**config.mk**
```make
export PLATFORM = sky130hd
export DESIGN_NAME = vga_plot_arbiter_flat
export DESIGN_NICKNAME = d
export VERILOG_FILES = /design/src/rtl/vga_plot_arbiter_if.sv /design/src/rtl/vga_plot_arbiter.sv /design/src/flat_wrapper.sv
export SDC_FILE = /design/constraint.sdc
export NUM_CORES = 1
export LEC_CHECK = 0
export BUFFER_PORTS_ARGS = -buffer_cell sky130_fd_sc_hd__buf_4
export CAP_MARGIN = 10
export CORE_ASPECT_RATIO = 0.9
export CORE_MARGIN = 4
export CORE_UTILIZATION = 45
export DETAILED_ROUTE_END_ITERATION = 6
export HOLD_SLACK_MARGIN = 0.12
export PLACE_DENSITY = 0.85
export SYNTH_ARGS = -nofsm -noshare
export SYNTH_HDL_FRONTEND = slang
export SYNTH_SLANG_ARGS = --single-unit
```
**constraint.sdc**
```tcl
create_clock -name clk -period 2.7 [get_ports clk]
set_clock_uncertainty 0.05 [all_clocks]
set_input_delay 0.405 -clock clk [delete_from_list [all_inputs] [get_ports clk]]
set_output_delay 0.405 -clock clk [all_outputs]
set_load 0.01 [all_outputs]
```
**src/rtl/vga_plot_arbiter_if.sv**
```systemverilog
// vga_plot_arbiter_if
// Bundles the requester-side pixel handshake, the clear request/status and
// the adapter write port of vga_plot_arbiter.
//   req[3:0], last[3:0]  : per-requester pixel valid / final pixel of burst
//   req_x[31:0]          : requester i x in bits [8i+7:8i]
//   req_y[27:0]          : requester i y in bits [7i+6:7i]
//   req_colour[11:0]     : requester i colour in bits [3i+2:3i]
//   gnt[3:0], ack[3:0]   : one-hot owner (registered) / pixel accepted (comb.)
//   clear_req, clear_busy: clear pulse in, clear pending-or-running out
//   x, y, colour, plot   : registered write port toward vga_adapter
// modport master: the requester/datapath side; modport slave: the arbiter.
interface vga_plot_arbiter_if;
  logic [3:0]  req;
  logic [3:0]  last;
  logic [31:0] req_x;
  logic [27:0] req_y;
  logic [11:0] req_colour;
  logic [3:0]  gnt;
  logic [3:0]  ack;
  logic        clear_req;
  logic        clear_busy;
  logic [7:0]  x;
  logic [6:0]  y;
  logic [2:0]  colour;
  logic        plot;

  modport master (
    output req, last, req_x, req_y, req_colour, clear_req,
    input  gnt, ack, clear_busy, x, y, colour, plot
  );

  modport slave (
    input  req, last, req_x, req_y, req_colour, clear_req,
    output gnt, ack, clear_busy, x, y, colour, plot
  );
endinterface

```
**src/rtl/vga_plot_arbiter.sv**
```systemverilog
// vga_plot_arbiter
// Shares the single pixel-write port of the 160x120 VGA adapter between four
// drawing requesters. Bursts are granted round-robin; each pixel is accepted
// with ack and appears on the write port one cycle later with plot=1. A clear
// sequencer sweeps the whole frame with CLEAR_COLOUR after reset or on request.
// Ports:
//   clk   : system clock
//   reset : synchronous, active-high
//   bus   : vga_plot_arbiter_if.slave (requests, clear, adapter write port)
module vga_plot_arbiter #(
  parameter int          NUM_REQ      = 4,
  parameter logic [2:0]  CLEAR_COLOUR = 3'b000
) (
  input  logic                 clk,
  input  logic                 reset,
  vga_plot_arbiter_if.slave    bus
);

  typedef enum logic [1:0] {
    ST_CLEAR = 2'd0,
    ST_IDLE  = 2'd1,
    ST_GRANT = 2'd2
  } state_t;

  localparam logic [7:0] X_LAST = 8'd159;
  localparam logic [6:0] Y_LAST = 7'd119;

  state_t      state_r;
  logic [7:0]  cx_r;
  logic [6:0]  cy_r;
  logic [1:0]  ptr_r;
  logic [1:0]  owner_r;
  logic [3:0]  gnt_r;
  logic        plot_r;
  logic [7:0]  x_r;
  logic [6:0]  y_r;
  logic [2:0]  colour_r;
  logic        clear_busy_r;
  logic        pending_r;

  logic [1:0]  sel_s;
  logic        found_s;
  logic [3:0]  ack_s;
  logic        own_req_s;
  logic        own_last_s;
  logic [7:0]  own_x_s;
  logic [6:0]  own_y_s;
  logic [2:0]  own_c_s;

  // Round-robin pick: first requesting index scanning upward from ptr_r, wrapping.
  always_comb begin
    sel_s   = ptr_r;
    found_s = 1'b0;
    for (int k = 0; k < NUM_REQ; k++) begin
      if (!found_s && bus.req[ptr_r + 2'(k)]) begin
        sel_s   = ptr_r + 2'(k);
        found_s = 1'b1;
      end else begin
        sel_s   = sel_s;
      end
    end
  end

  // Pixel fields of the current owner.
  always_comb begin
    own_x_s = 8'd0;
    own_y_s = 7'd0;
    own_c_s = 3'd0;
    case (owner_r)
      2'd0: begin
        own_x_s = bus.req_x[7:0];
        own_y_s = bus.req_y[6:0];
        own_c_s = bus.req_colour[2:0];
      end
      2'd1: begin
        own_x_s = bus.req_x[15:8];
        own_y_s = bus.req_y[13:7];
        own_c_s = bus.req_colour[5:3];
      end
      2'd2: begin
        own_x_s = bus.req_x[23:16];
        own_y_s = bus.req_y[20:14];
        own_c_s = bus.req_colour[8:6];
      end
      2'd3: begin
        own_x_s = bus.req_x[31:24];
        own_y_s = bus.req_y[27:21];
        own_c_s = bus.req_colour[11:9];
      end
      default: begin
        own_x_s = 8'd0;
        own_y_s = 7'd0;
        own_c_s = 3'd0;
      end
    endcase
  end

  assign own_req_s  = bus.req[owner_r];
  assign own_last_s = bus.last[owner_r];

  // Acknowledge is combinational so the owner can advance every cycle; it is
  // masked during reset because the state register may still read GRANT then.
  always_comb begin
    if (!reset && state_r == ST_GRANT) begin
      ack_s = gnt_r & bus.req;
    end else begin
      ack_s = 4'b0000;
    end
  end

  // Arbiter FSM, clear sweep counters and registered adapter write port.
  always_ff @(posedge clk) begin
    if (reset) begin
      state_r      <= ST_CLEAR;
      cx_r         <= 8'd0;
      cy_r         <= 7'd0;
      ptr_r        <= 2'd0;
      owner_r      <= 2'd0;
      gnt_r        <= 4'b0000;
      plot_r       <= 1'b0;
      x_r          <= 8'd0;
      y_r          <= 7'd0;
      colour_r     <= 3'd0;
      clear_busy_r <= 1'b1;
      pending_r    <= 1'b0;
    end else begin
      case (state_r)
        ST_CLEAR: begin
          // One frame pixel per cycle, x inner; clear_req here is ignored.
          plot_r       <= 1'b1;
          x_r          <= cx_r;
          y_r          <= cy_r;
          colour_r     <= CLEAR_COLOUR;
          gnt_r        <= 4'b0000;
          clear_busy_r <= 1'b1;
          pending_r    <= 1'b0;
          if (cx_r == X_LAST) begin
            cx_r <= 8'd0;
            if (cy_r == Y_LAST) begin
              cy_r    <= 7'd0;
              state_r <= ST_IDLE;
            end else begin
              cy_r <= cy_r + 7'd1;
            end
          end else begin
            cx_r <= cx_r + 8'd1;
          end
        end

        ST_IDLE: begin
          plot_r <= 1'b0;
          if (pending_r || bus.clear_req) begin
            // A clear outranks every requester.
            state_r      <= ST_CLEAR;
            cx_r         <= 8'd0;
            cy_r         <= 7'd0;
            pending_r    <= 1'b0;
            clear_busy_r <= 1'b1;
            gnt_r        <= 4'b0000;
          end else if (|bus.req) begin
            gnt_r        <= 4'b0001 << sel_s;
            owner_r      <= sel_s;
            state_r      <= ST_GRANT;
            clear_busy_r <= 1'b0;
          end else begin
            gnt_r        <= 4'b0000;
            clear_busy_r <= 1'b0;
          end
        end

        ST_GRANT: begin
          // A clear request waits for the burst to finish.
          if (bus.clear_req) begin
            pending_r    <= 1'b1;
            clear_busy_r <= 1'b1;
          end else begin
            pending_r    <= pending_r;
          end
          if (own_req_s) begin
            plot_r   <= 1'b1;
            x_r      <= own_x_s;
            y_r      <= own_y_s;
            colour_r <= own_c_s;
            if (own_last_s) begin
              gnt_r   <= 4'b0000;
              ptr_r   <= owner_r + 2'd1;
              state_r <= ST_IDLE;
            end else begin
              gnt_r   <= gnt_r;
            end
          end else begin
            // Owner withdrew: release without accepting a pixel.
            plot_r  <= 1'b0;
            gnt_r   <= 4'b0000;
            ptr_r   <= owner_r + 2'd1;
            state_r <= ST_IDLE;
          end
        end

        default: begin
          state_r <= ST_CLEAR;
          cx_r    <= 8'd0;
          cy_r    <= 7'd0;
          gnt_r   <= 4'b0000;
          plot_r  <= 1'b0;
        end
      endcase
    end
  end

  assign bus.gnt        = gnt_r;
  assign bus.ack        = ack_s;
  assign bus.clear_busy = clear_busy_r;
  assign bus.x          = x_r;
  assign bus.y          = y_r;
  assign bus.colour     = colour_r;
  assign bus.plot       = plot_r;

endmodule

```
**src/flat_wrapper.sv**
```systemverilog
// flat-port wrapper written by rule: the top's interface ports become plain ports
module vga_plot_arbiter_flat 
#(
  parameter int          NUM_REQ      = 4,
  parameter logic [2:0]  CLEAR_COLOUR = 3'b000
)
  (clk, reset, bus_req, bus_last, bus_req_x, bus_req_y, bus_req_colour, bus_clear_req, bus_gnt, bus_ack, bus_clear_busy, bus_x, bus_y, bus_colour, bus_plot);
  vga_plot_arbiter_if bus_i ();
  input  logic clk;
  input  logic reset;
  input wire logic [$bits(bus_i.req)-1:0] bus_req;
  input wire logic [$bits(bus_i.last)-1:0] bus_last;
  input wire logic [$bits(bus_i.req_x)-1:0] bus_req_x;
  input wire logic [$bits(bus_i.req_y)-1:0] bus_req_y;
  input wire logic [$bits(bus_i.req_colour)-1:0] bus_req_colour;
  input wire logic [$bits(bus_i.clear_req)-1:0] bus_clear_req;
  output wire logic [$bits(bus_i.gnt)-1:0] bus_gnt;
  output wire logic [$bits(bus_i.ack)-1:0] bus_ack;
  output wire logic [$bits(bus_i.clear_busy)-1:0] bus_clear_busy;
  output wire logic [$bits(bus_i.x)-1:0] bus_x;
  output wire logic [$bits(bus_i.y)-1:0] bus_y;
  output wire logic [$bits(bus_i.colour)-1:0] bus_colour;
  output wire logic [$bits(bus_i.plot)-1:0] bus_plot;
  assign bus_i.req = bus_req;
  assign bus_i.last = bus_last;
  assign bus_i.req_x = bus_req_x;
  assign bus_i.req_y = bus_req_y;
  assign bus_i.req_colour = bus_req_colour;
  assign bus_i.clear_req = bus_clear_req;
  assign bus_gnt = bus_i.gnt;
  assign bus_ack = bus_i.ack;
  assign bus_clear_busy = bus_i.clear_busy;
  assign bus_x = bus_i.x;
  assign bus_y = bus_i.y;
  assign bus_colour = bus_i.colour;
  assign bus_plot = bus_i.plot;
  vga_plot_arbiter #(.NUM_REQ(NUM_REQ), .CLEAR_COLOUR(CLEAR_COLOUR)) u_core (.clk(clk), .reset(reset), .bus(bus_i));
endmodule
```
==> flow_summary.yaml <==
outcome:
  status: "complete, no violations"
clock_tree:
  clock_path_buffers: 2
  clk_pin_slew_ps: 80
  cts_tree: "yes"
  clock-sinks: 46
  post_cts_resized: 0
  cts_root_buffer: "clkbuf_8"
  htreeDepth: 2
  cts_setup_buffers: 0
  insertion_delay_ps: 300
  cts_hold_buffers: 0
  cts_buffers: 5
yosys:
  syn_area_um2: 2660
  ys_warn_count: 0
  syn-num-nets: 414
  ys_seq_elements: 46
  syn_avg_cell_area_um2: 8.17
  seq_area_frac_synth_pct: 34.7
  synth_flop_cell: "dfxtp_1"
  yosysUniqueCellTypes: 42
  async_flop_share_pct: 0
  syn-instance-count: 325
  synth_edf_count: 0
grt:
  grt_use_total_pct: 22.1
  grt_max_degree: 47
  antenna_found_initial: 0
  grt_overflow: 0
  grt_pass1_vias: 2615
  grt_pass1_wl_mm: 12.5
setup_path:
  critPathRequiredTime_ps: 2250
  worstSetupPathType: "register to output pin"
  cp.arrival_ps: 1770
  path_max_fanout: 8
  rr_worst_depth: 6
  crit_buf_inv: 1
  critPathLaunchType: "register"
  cp_cell_sequence: "or2b_1 > nor2_1 > and3_1 > buf_4"
  slowest_delay_ps: 490
  crit_family: "simple AND/OR/NAND/NOR gates"
  cp_slowest_cell: "dfxtp_1"
  cp-end-kind: "output pin"
  critical_path_depth: 4
final_layout:
  syn_to_final_growth_pct: 35.5
  diodes: 0
  layout_commonest_cell: "buf_4"
  nNetsFinal: 510
  postLayoutCoreUtil_pct: 63.2
  final_cell_mix: "buf_4, dfxtp_1, nor2_1, o21ai_0, a21oi_1"
  drive_gt1_share_pct: 30.3
detailed_routing:
  drtPass1Iterations: 6
  detail-route-antenna-nets: 0
  drtIter0Drc: 278
  route.vias.total: 2904
  drcViolationCount: 0
  vias_per_cell: 5.90
  wl_per_cell_um: 16.9
  drt-total-wl_mm: 8.31
power:
  worst_ir_drop_vdd_uv: 242
  p_leak_nw: 1.52
  power_density_nw_per_um2: 376
die:
  core_area_um2: 5690
  start_util_pct: 46.7
  ios: 111
  die-area_um2: 7200
  rows: 26
  die_w_um: 89.0
  die_y_um: 80.9
job:
  drv_cap: 0
placed_design:
  place.gp.congestion: 0.908
  portBuffers: 110
  dp_hpwl_mm: 6.15
timing:
  rsz0062_at_grt: "no"
  max_freq_mhz: 450
  tns_ps: 0
  fin_crit_ps: 2220
  max_slew_margin_pct: 41.5
  finalSetupViolCount: 0
  worst_slew_pin_slew_ps: 877
  finalHoldViolCount: 0
  slew_viol_final: 0
  fin_crit_sh_pct: 82.3
hold_path:
  min_delay_path_depth: 3
  hp-class: "input port to register"
routing by layer:
metal	wire length [µm]	GRT usage, %	share of wire, %
met1	3410	27.6	41
met2	4060	38.9	49
met3	734	3.85	8.8
met4	110	6.40	1.3
met5	0	0	0
where the power goes:
part / switching, mW / internal, mW
combinational: 0.0526 / 0.0966
sequential: 0.00806 / 0.685
clock: 0.235 / 0.276
total: 0.296 / 1.06
kinds of logic after synthesis:
logic type,Yosys count,share of synthesized area [%]
DFF,46,34.7
and+or+nand+nor,129,25.8
muxes,4,2.45
buffers and inverters,29,4.57
adders and majority gates,6,2.83
xor gates and xnor gates,6,1.98
AOI/OAI and AO/OA,105,27.7
final timing paths:
check                                                       start                                  to  slack (ps)
worst min-delay path                                bus_clear_req  u_core.bus.clear_busy$_SDFFE_PP1P_         370
worst min register to register  u_core.bus.colour[1]$_SDFFE_PP0P_   u_core.bus.colour[1]$_SDFFE_PP0P_         420
worst max register to register     u_core.owner_r[0]$_SDFFE_PP0P_        u_core.bus.y[0]$_SDFFE_PP0P_         500
worst max-delay path               u_core.state_r[1]$_SDFFE_PP0P_                          bus_ack[1]         480
synthesized netlist by cell type (7+ instances only):
cell | n | area (µm²)
nor2b_1 | 8 | 50.1
nor2_1 | 37 | 139
dfxtp_1 | 46 | 921
and2_1 | 14 | 87.6
a222oi_1 | 18 | 180
o21ai_0 | 26 | 130
clkbuf_1 | 19 | 71.3
and3_1 | 8 | 50.1
a21oi_1 | 22 | 110
a211oi_1 | 17 | 128
nand2_1 | 15 | 56.3
nand2b_1 | 7 | 43.8
nor3_1 | 14 | 70.1
a2bb2oi_1 | 10 | 87.6
worst reg2reg max path, cell delays in order, from the launching register on:
cell and delay [ps]:
dfxtp_1 450, inv_1 130, ha_1 470, a222oi_1 500, and2_1 200, a2bb2oi_1 160
a211oi_1 90
final cells by class:
type / count / area [µm²]
inverter: 5 / 18.8
tap: 70 / 87.6
sequential: 46 / 921
fill: 489 / 2090
multi-input combinational: 250 / 1610
clock inverter: 2 / 37.5
clock buffer: 6 / 72.6
timing repair buffer: 113 / 848
through the flow:
step | hold slack, ps | total power, mW | setup slack, ps | std cells | cell area (µm²)
after floorplan | 420 | 0.745 | 775 | 325 | 2660
after global placement | 391 | 0.853 | 538 | 484 | 3490
after detailed placement | 403 | 0.857 | 463 | 484 | 3490
after CTS | 368 | 1.36 | 495 | 492 | 3600
after global routing | 388 | 1.39 | 344 | 492 | 3600
final | 372 | 1.35 | 477 | 492 | 3600
sequential cells by signal, summed over array words and instances, names as in the netlist:
| name | cells |
|---|---|
| u_core.bus.clear_busy | 1 |
| u_core.bus.y | 7 |
| u_core.bus.gnt | 4 |
| u_core.bus.plot | 1 |
| u_core.bus.x | 8 |
| u_core.state_r | 2 |
| u_core.pending_r | 1 |
| u_core.owner_r | 2 |
| u_core.cx_r | 8 |
| u_core.ptr_r | 2 |
| u_core.cy_r | 7 |
| u_core.bus.colour | 3 |
Power figures use the tool's default switching activity.
